**src/rtl/alu_pipe_lp.sv**
```systemverilog
// Pipelined RV32 integer ALU with valid/ready handshake and collapsing bubbles.
// Define LP_OPISO_EN for the operand-isolation low-power build.
module alu_pipe_lp #(
  parameter int WIDTH  = 32,
  parameter int STAGES = 2
) (
  input  logic             clk,
  input  logic             rst_n,
  input  logic             in_valid,
  output logic             in_ready,
  input  logic [WIDTH-1:0] operand_a,
  input  logic [WIDTH-1:0] operand_b,
  input  logic [5:0]       alu_op,
  output logic             out_valid,
  input  logic             out_ready,
  output logic [WIDTH-1:0] alu_result,
  output logic             flag_z,
  output logic             flag_n,
  output logic             flag_c,
  output logic             flag_v,
  output logic             illegal_op
);
  localparam int SHW = $clog2(WIDTH);

  localparam logic [5:0] OP_ADD  = 6'b000010;
  localparam logic [5:0] OP_SUB  = 6'b000110;
  localparam logic [5:0] OP_AND  = 6'b000111;
  localparam logic [5:0] OP_OR   = 6'b000101;
  localparam logic [5:0] OP_XOR  = 6'b000001;
  localparam logic [5:0] OP_SLL  = 6'b000100;
  localparam logic [5:0] OP_SRL  = 6'b000011;
  localparam logic [5:0] OP_SRA  = 6'b001011;
  localparam logic [5:0] OP_SLT  = 6'b001000;
  localparam logic [5:0] OP_SLTU = 6'b001001;

  typedef struct packed {
    logic [WIDTH-1:0] result;
    logic             z;
    logic             n;
    logic             c;
    logic             v;
    logic             ill;
  } res_t;

`ifdef LP_OPISO_EN
  localparam bit OPISO = 1'b1;
`else
  localparam bit OPISO = 1'b0;
`endif

  // Isolated operands keep the compute cone quiet while no op is presented.
  logic [WIDTH-1:0] a_in, b_in;
  assign a_in = OPISO ? (operand_a & {WIDTH{in_valid}}) : operand_a;
  assign b_in = OPISO ? (operand_b & {WIDTH{in_valid}}) : operand_b;

  logic [WIDTH:0]   sum, dif;
  logic [SHW-1:0]   shamt;
  logic [WIDTH-1:0] r;
  logic             c, v, ill;
  res_t             comp;

  assign sum   = {1'b0, a_in} + {1'b0, b_in};
  assign dif   = {1'b0, a_in} - {1'b0, b_in};
  assign shamt = b_in[SHW-1:0];

  always_comb begin
    r   = '0;
    c   = 1'b0;
    v   = 1'b0;
    ill = 1'b0;
    case (alu_op)
      OP_ADD: begin
        r = sum[WIDTH-1:0];
        c = sum[WIDTH];
        v = (a_in[WIDTH-1] == b_in[WIDTH-1]) && (r[WIDTH-1] != a_in[WIDTH-1]);
      end
      OP_SUB: begin
        r = dif[WIDTH-1:0];
        c = ~dif[WIDTH];
        v = (a_in[WIDTH-1] != b_in[WIDTH-1]) && (r[WIDTH-1] != a_in[WIDTH-1]);
      end
      OP_AND:  r = a_in & b_in;
      OP_OR:   r = a_in | b_in;
      OP_XOR:  r = a_in ^ b_in;
      OP_SLL:  r = a_in << shamt;
      OP_SRL:  r = a_in >> shamt;
      OP_SRA:  r = $signed(a_in) >>> shamt;
      OP_SLT:  r = {{(WIDTH-1){1'b0}}, $signed(a_in) < $signed(b_in)};
      OP_SLTU: r = {{(WIDTH-1){1'b0}}, a_in < b_in};
      default: ill = 1'b1;
    endcase
    comp = '{result: r, z: ~|r, n: r[WIDTH-1], c: c, v: v, ill: ill};
  end

  // rdy[k]: stage k may load this cycle (empty, or everything downstream moves).
  logic [STAGES-1:0] vld_pipe;
  logic [STAGES:0]   rdy;
  logic [STAGES-1:0] v_in;
  res_t              d_in [STAGES];
  res_t              data [STAGES];
  logic              init_done;
  logic              take;

  assign rdy[STAGES] = out_ready;
  for (genvar k = 0; k < STAGES; k++) begin : g_rdy
    assign rdy[k] = ~vld_pipe[k] | rdy[k+1];
  end

  assign in_ready = init_done & rdy[0];
  assign take     = in_valid & in_ready;

  always_comb begin
    v_in    = {vld_pipe[STAGES-1:0], take};
    d_in[0] = comp;
    for (int k = 1; k < STAGES; k++) d_in[k] = data[k-1];
  end

  always_ff @(posedge clk or negedge rst_n) begin
    if (!rst_n) init_done <= 1'b0;
    else        init_done <= 1'b1;
  end

  always_ff @(posedge clk or negedge rst_n) begin
    if (!rst_n) begin
      vld_pipe <= '0;
      for (int k = 0; k < STAGES; k++) data[k] <= '0;
    end else begin
      for (int k = 0; k < STAGES; k++) begin
        if (rdy[k]) begin
          vld_pipe[k] <= v_in[k];
          if (!OPISO || v_in[k]) data[k] <= d_in[k];
        end
      end
    end
  end

  assign out_valid  = vld_pipe[STAGES-1];
  assign alu_result = data[STAGES-1].result;
  assign flag_z     = data[STAGES-1].z;
  assign flag_n     = data[STAGES-1].n;
  assign flag_c     = data[STAGES-1].c;
  assign flag_v     = data[STAGES-1].v;
  assign illegal_op = data[STAGES-1].ill;
endmodule

```
**config.mk**
```make
export PLATFORM = sky130hd
export DESIGN_NAME = alu_pipe_lp
export DESIGN_NICKNAME = d
export VERILOG_FILES = /design/src/rtl/alu_pipe_lp.sv
export SDC_FILE = /design/constraint.sdc
export NUM_CORES = 1
export LEC_CHECK = 0
export BUFFER_PORTS_ARGS = -buffer_cell sky130_fd_sc_hd__buf_2
export CAP_MARGIN = 20
export CORE_MARGIN = 5
export CORE_UTILIZATION = 50
export DETAILED_ROUTE_END_ITERATION = 7
export HOLD_SLACK_MARGIN = 0.05
export PLACE_DENSITY = 0.69
export SETUP_SLACK_MARGIN = 0.5
export SYNTH_ARGS = -nofsm -noshare
export SYNTH_HDL_FRONTEND = slang
export SYNTH_SLANG_ARGS = --single-unit
```
**constraint.sdc**
```tcl
create_clock -name clk -period 5.3 [get_ports clk]
set_input_delay 1.06 -clock clk [delete_from_list [all_inputs] [get_ports clk]]
set_output_delay 1.06 -clock clk [all_outputs]
set_load 0.02 [all_outputs]
```
After elaboration in Yosys (flattened, before gate mapping) --
Cells that the tools add are included.
Word-level totals: register bits after elaboration 77, output and inout port bits 39, word-level logic and storage cells 55
Cells by class: add/sub/neg operators 2, order comparisons 2, equal/unequal tests 14, shift-type cells 3, muxes and demuxes 4, bitwise operators 10, reduce and logical (&&, ||, !) cells 5
Operators with widths (count):
- $pmux 32 s10 | 1
- $lt 32x32->1 | 2
- $add 32x32->33 | 1
- $sub 32x32->33 | 1
- $and 32x32->32 | 1
- $or 32x32->32 | 1
- $reduce_or 32->1 | 1
- $shl 32x5->32 | 1
- $shr 32x5->32 | 1
- $sshr 32x5->32 | 1
- $xor 32x32->32 | 1
- $eq 6x3->1 const B | 4
- $eq 6x4->1 const B | 3
- $eq 6x2->1 const B | 2
- $reduce_or 10->1 | 1
- $eq 6x1->1 const B | 1
- $pmux 1 s2 | 2
- $ne 1x1->1 | 3
- $not 1->1 | 3
- $and 1x1->1 | 2
- $logic_and 1x1->1 | 2
- $or 1x1->1 | 2
- $eq 1x1->1 | 1
- $logic_not 1->1 | 1
- $mux 1 | 1

Longest topological paths before layout --
Gate-level depths: netlist (run 1).
depth in word-level cells 5, depth in mapped cells 18

Least setup slack after synthesis (run 1) --
Ideal clock, no wire load.
kind input port to flip-flop, start point input port operand_b[2], end point register data, in the netlist d_in[4], data arrival time 5.128 ns, data required time 5.208 ns, setup slack 0.080 ns, stages on the path 17, path buffers 5, path through buf_2 -> inv_2 -> buf_2 -> clkbuf_1 -> buf_1 -> ha_1 -> clkbuf_1 -> a211oi_1 -> o21bai_1 -> a211oi_1 -> o21ai_0 -> and2_1 -> a221o_1 -> a221oi_1 -> nand2_1 -> or4b_2 -> o31ai_2
Between the ends: word-level cells in the longest chain between the ends 4, elaborated cells between the ends (all ways) 13
RTL lines:
- start, declared | RTL line 12 | input logic [WIDTH-1:0] operand_b,
- $sub 32x32->33, or another cell as far along | RTL line 63 | assign dif = {1'b0, a_in} - {1'b0, b_in};
- $pmux 32 s10 (*) | RTL line 71 | case (alu_op)
- $reduce_or 32->1 (*) | RTL line 92 | comp = '{result: r, z: ~|r, n: r[WIDTH-1], c: c, v: v, ill: ill};
- $logic_not 1->1 (*) | RTL line 92
- end signal, assigned by index | RTL line 131 | if (!OPISO || v_in[k]) data[k] <= d_in[k];
- end, declared | RTL line 100 | res_t data [STAGES];
Mark *: on every way between the ends. The rest lies on a longest branch, timed or not. A chain may end at the register's enable or synchronous reset.

Final worst setup path (run 1) --
start point input port operand_b[0], end point register data, in the netlist d_in[4]
The elaborated chain is that of the path after synthesis.

==> impl_metrics.csv, run 1 <==
group,metric,value,unit
cells_and_area,area_delta_synth_final,14.06,%
timing,worstMarginPinSlew,1.113,ns
critical_path,crit_fanout,34,
critical_path,end_kind,"flip-flop",
pwr,total_power,2.659,mW
route,first_iter_violations,2240,
yosys,synth_nets,1875,
die,boundaryPins,113,
place,place_ws,-0.1837,ns
cells_and_area,utilization,0.5772,
route,routed_wl,59.83,mm
timing,setup_tns,0,ns
place,gp_congestion,1.139,
critical_path,cp.arrival,4.94,ns
grt,antenna_found_initial,1,
yosys,netlist_area,12670,µm²
yosys,async_flop_share,1.000,
place,hpwl,47.46,mm
yosys,synth-edff-count,0,
clock_tree,root_buffer,"clkbuf_16",
route,vias_per_cell,7.113,
critical_path,worstSetupPathType,"in2reg",
cells_and_area,final_cell_mix,"nor2_1 (184), nand2_1 (157), a21oi_1 (130)",
die,start_util,0.5060,
clock_tree,htree_levels,3,
cells_and_area,drive_above_1_share,0.2186,
timing,finalWorstSetupSlack,0.5909,ns
worst_hold_path,hold_path_class,"reg2reg",
die,coreArea,25040,µm²
route,antenna_left,0,
yosys,yosysSeqAreaShare,0.1481,
yosys,synthCells,1696,
cells_and_area,n_antenna_cell,0,
yosys,synth_cell_types,83,
critical_path,critPathLaunchType,"primary input",
grt,grt_pass1_vias,14120,
timing,report.final.slew_viol_count,0,
clock_tree,clock_latency,0.32,ns
cells_and_area,nets,1978,
clock_tree,cts.sinks,75,
route,via_count,15164,
timing,fin_worst_skew,0.006325,ns
clock_tree,cts_made_buffers,9,
die,dieHeight,169.2,µm
place,numPortBuffers,112,
timing,hold_viol,0,
yosys,ys_ff_latch,75,
yosys,avgSynthCellArea,7.470,µm²
critical_path,crit_required,5.53,ns
die,fp-row-count,58,
run_status,outcome,"finished, final reports clean",
timing,layout_min_cycle_time,4.709,ns
grt,gr-total-overflow,0,
timing,period_share,0.8885,
timing,slew_headroom,0.2388,
clock_tree,hold_buffers,0,
route,firstDrtPassIters,6,
clock_tree,clockBufferDepth,2,
timing,whs,0.4800,ns
grt,track_usage,0.3992,
cells_and_area,final_common_cell,"nor2_1",
clock_tree,cts_tree,"yes",
die,die_area,28620,µm²
timing,fmax,212.4,MHz
timing,rsz0062_at_grt,"false",
run,maxCapViolCount,0,
yosys,ys.flop_type,"dfrtp_1",
route,route.detailed.drc,0,
yosys,ys_warn_count,0,
pwr,p_per_area,184.0,nW/µm²
clock_tree,clk_pin_slew_worst_paths,0.06,ns
grt,grt_start_max_net_pins,81,
die,die_w,169.2,µm
cells_and_area,nFillCells,2383,
grt,grt_first_pass_wirelength,88.44,mm
pwr,ir_drop,0.0003229,V
pwr,p_leak,6.405,nW
timing,finalSetupViolCount,0,
route,wl_per_cell,28.06,µm
-- power by group --
group / leakage, nW / switching [mW] / internal, mW / total [mW]
registers: 0.957 / 0.0402 / 0.651 / 0.691
logic: 5.31 / 0.896 / 0.503 / 1.40
clock network: 0.137 / 0.212 / 0.357 / 0.570
-- through the flow --
stage,instance area (µm²),std cells
floorplan,12740,1696
global placement,14050,2114
detailed placement,14050,2114
CTS,14360,2128
global route,14450,2132
finish,14450,2132
-- worst max-delay path, stage by stage --
cell and delay (ns):
buf_4 0.15, buf_12 0.23, mux2_2 0.44, mux4_2 0.54
o22ai_1 0.36, nor2_1 0.19, nor4_4 0.33, o21ai_0 0.16
or4_1 0.48, nor4_2 0.37, and4_1 0.25, nand4_1 0.11
o31ai_2 0.23
-- registers in the layout, indices dropped and copies added (netlist names) --
register    flops
d_in           36
init_done       1
flag_z          1
flag_v          1
alu_result     32
flag_c          1
vld_pipe        2
illegal_op      1
-- timing repair --
action / in CTS / in global routing
pin swaps: 0 / 5
resized for setup: 4 / 15
setup buffers: 0 / 3
setup endpoints to repair: 1 / 1
-- cell families (layout without fill, tap and decap cells) --
kind of cell,count (synthesis),after routing,share of synthesized area
AND/OR/NAND/NOR,577,577,0.2149
buffers and inverters,231,337,0.07298
XOR/XNOR,9,9,0.006222
other,1,1,0.0002960
multiplexers,150,150,0.1544
AO/OA/AOI/OAI,548,548,0.2982
flip-flops,75,75,0.1481
adder cells (fa/ha/maj),105,105,0.1049
-- synthesized netlist by cell type (all sizes together) (12+ instances only) --
cell type  number  share of area
nor2          187          0.055
nand2         158          0.047
a21oi         130          0.051
ha            103           0.10
inv            98          0.029
o21ai          91          0.036
clkbuf         86          0.025
dfrtp          75           0.15
mux2           73          0.065
mux2i          48          0.038
buf            46          0.018
nand3          43          0.017
nor3           43          0.017
a211oi         33          0.020
mux4           29          0.052
o211ai         27          0.016
a221oi         26          0.018
nor4           23          0.012
o221ai         21          0.015
o22ai          19         0.0094
a21o           18          0.011
a31oi          18         0.0089
nor2b          18         0.0089
nand2b         16         0.0079
nand4          16         0.0079
o31ai          15         0.0093
or2            13         0.0064
and2           12         0.0059
-- path summary, 6_finish.rpt --
check                            endpoint  depth (start not counted)         start  slack [ns]
setup / recovery                  d_in[4]                         13  operand_b[0]        0.59
hold / removal                   d_in[31]                          2      d_in[31]        0.48
setup reg to reg                  d_in[4]                         11   vld_pipe[1]        1.86
hold reg to reg                  d_in[31]                          2      d_in[31]        0.48
max in group asynchronous  alu_result[28]                          1         rst_n        3.84
min in group asynchronous         d_in[7]                          1         rst_n        0.87
-- cell type report --
cell class	count	area [µm²]	area share
Multi-Input combinational cell	1390	10020	0.6933
Sequential cell	75	1877	0.1299
Timing Repair Buffer	224	1481	0.1025
Tap cell	330	412.9	0.02857
Inverter	99	379.1	0.02623
Clock buffer	9	225.2	0.01558
Clock inverter	5	56.30	0.003896
-- routing by layer --
layer / routed length [µm] / global-route usage / vias up
met1: 23740 / 0.5534 / 7186
met5: 8 / 0 / -
li1: - / - / 6581
met2: 25490 / 0.6069 / 1177
met4: 3423 / 0.1761 / 2
met3: 7169 / 0.07640 / 218
No activity file was read; power rests on OpenSTA's default activity.
==> run 2: changes to the inputs <==
--- a/config.mk
+++ b/config.mk
@@ -11,7 +11,7 @@
 export CORE_UTILIZATION = 50
 export DETAILED_ROUTE_END_ITERATION = 7
 export HOLD_SLACK_MARGIN = 0.05
-export PLACE_DENSITY = 0.69
+export PLACE_DENSITY = 0.71
 export SETUP_SLACK_MARGIN = 0.5
 export SYNTH_ARGS = -nofsm -noshare
 export SYNTH_HDL_FRONTEND = slang
==> impl_metrics.csv, run 2 (synthesis gave the netlist of run 1 again) <==
group,metric,value,unit
run_status,outcome,"finished, final reports clean",
route,vias_per_cell,7.103,
grt,grt_first_pass_wirelength,89.69,mm
die,die_w,169.2,µm
route,antenna_left,0,
place,numPortBuffers,112,
clock_tree,hold_buffers,0,
cells_and_area,n_antenna_cell,0,
clock_tree,cts.sinks,75,
critical_path,cp.arrival,4.97,ns
timing,fmax,211.1,MHz
worst_hold_path,hold_path_class,"reg2reg",
grt,track_usage,0.4066,
route,via_count,15258,
timing,setup_tns,0,ns
timing,period_share,0.8936,
timing,whs,0.4782,ns
die,boundaryPins,113,
grt,grt_start_max_net_pins,81,
timing,slew_headroom,0.09499,
cells_and_area,area_delta_synth_final,14.94,%
clock_tree,clk_pin_slew_worst_paths,0.05,ns
timing,worstMarginPinSlew,1.323,ns
timing,hold_viol,0,
clock_tree,clockBufferDepth,2,
grt,gr-total-overflow,0,
grt,antenna_found_initial,3,
cells_and_area,nets,1992,
route,routed_wl,60.68,mm
grt,grt_pass1_vias,14056,
route,wl_per_cell,28.25,µm
cells_and_area,drive_above_1_share,0.2239,
clock_tree,cts_made_buffers,9,
pwr,p_leak,6.489,nW
timing,rsz0062_at_grt,"false",
clock_tree,cts_tree,"yes",
timing,fin_worst_skew,0.003974,ns
clock_tree,clock_latency,0.32,ns
critical_path,r2r_slack,1.83,ns
critical_path,crit_required,5.54,ns
die,dieHeight,169.2,µm
die,coreArea,25040,µm²
pwr,p_per_area,190.7,nW/µm²
cells_and_area,largest_reg_flops,36,
die,die_area,28620,µm²
critical_path,critPathLaunchType,"primary input",
run,maxCapViolCount,0,
timing,layout_min_cycle_time,4.736,ns
route,first_iter_violations,2301,
critical_path,worstSetupPathType,"in2reg",
place,gp_congestion,1.102,
critical_path,crit_fanout,10,
cells_and_area,final_cell_mix,"nor2_1 (184), nand2_1 (157), a21oi_1 (129)",
pwr,ir_drop,0.0003083,V
timing,finalSetupViolCount,0,
route,firstDrtPassIters,8,
route,route.detailed.drc,0,
die,fp-row-count,58,
place,hpwl,48.44,mm
clock_tree,root_buffer,"clkbuf_16",
die,start_util,0.5060,
critical_path,end_kind,"flip-flop",
clock_tree,htree_levels,3,
timing,report.final.slew_viol_count,0,
cells_and_area,final_common_cell,"nor2_1",
[run 2: routing by layer]
layer | wire, µm | global-route usage | share of wire
met3 | 7301 | 0.06546 | 0.12
met5 | 41 | 0 | 0.00068
met1 | 23710 | 0.5671 | 0.39
met4 | 3774 | 0.1908 | 0.062
met2 | 25860 | 0.6177 | 0.43
[run 2: power breakdown]
| group | total (mW) | switching, mW | internal [mW] | leakage [nW] |
|---|---|---|---|---|
| Sequential | 0.692 | 0.0413 | 0.651 | 0.957 |
| Clock | 0.683 | 0.213 | 0.471 | 0.169 |
| Combinational | 1.40 | 0.897 | 0.505 | 5.36 |
| Total | 2.78 | 1.15 | 1.63 | 6.49 |
[run 2: path summary, 6_finish.rpt]
check,start,to,cells after the start
worst max-delay path,operand_b[1],d_in[4],15
worst min-delay path,init_done,vld_pipe[0],2
worst max register to register,vld_pipe[1],d_in[4],11
worst min register to register,init_done,vld_pipe[0],2
max in group asynchronous,rst_n,alu_result[26],1
min in group asynchronous,rst_n,alu_result[6],1
[run 2: timing repair]
action                                  4_1_cts  5_1_grt
pin swaps                                     0        1
endpoints found under the setup margin        1        2
resized for setup                             2       14
setup buffers                                 0        0
[run 2: worst max-delay path: stages]
cell	delay, ns
buf_2	0.25
clkinv_4	0.14
ha_4	0.30
o21bai_1	0.10
o211a_1	0.28
o41a_1	0.39
a311oi_1	0.56
nor2_1	0.08
a21oi_1	0.13
a21oi_1	0.14
a2111oi_0	0.66
buf_4	0.26
and4_1	0.22
nand4_1	0.14
o31ai_2	0.24
[run 2: metrics by stage]
stage | power, mW | cells | area (µm²) | setup WS [ns] | util
2_1_floorplan | 1.526 | 1696 | 12740 | 0.5145 | -
3_3_place_gp | 2.022 | 2132 | 14140 | 0.1537 | 0.5647
3_5_place_dp | 2.036 | 2132 | 14140 | 0.07737 | 0.5647
4_1_cts | 2.732 | 2148 | 14500 | 0.5096 | 0.5790
5_1_grt | 2.899 | 2148 | 14560 | 0.4265 | 0.5817
6_report | 2.777 | 2148 | 14560 | 0.5640 | 0.5817
[run 2: final cells by class]
| type | count | area (µm²) |
|---|---|---|
| tap | 330 | 412.9 |
| multi-input combinational | 1390 | 10010 |
| inverter | 99 | 379.1 |
| clock buffer | 11 | 242.7 |
| sequential | 75 | 1877 |
| timing repair buffer | 238 | 1544 |
| clock inverter | 5 | 100.1 |
| fill | 2417 | 10470 |
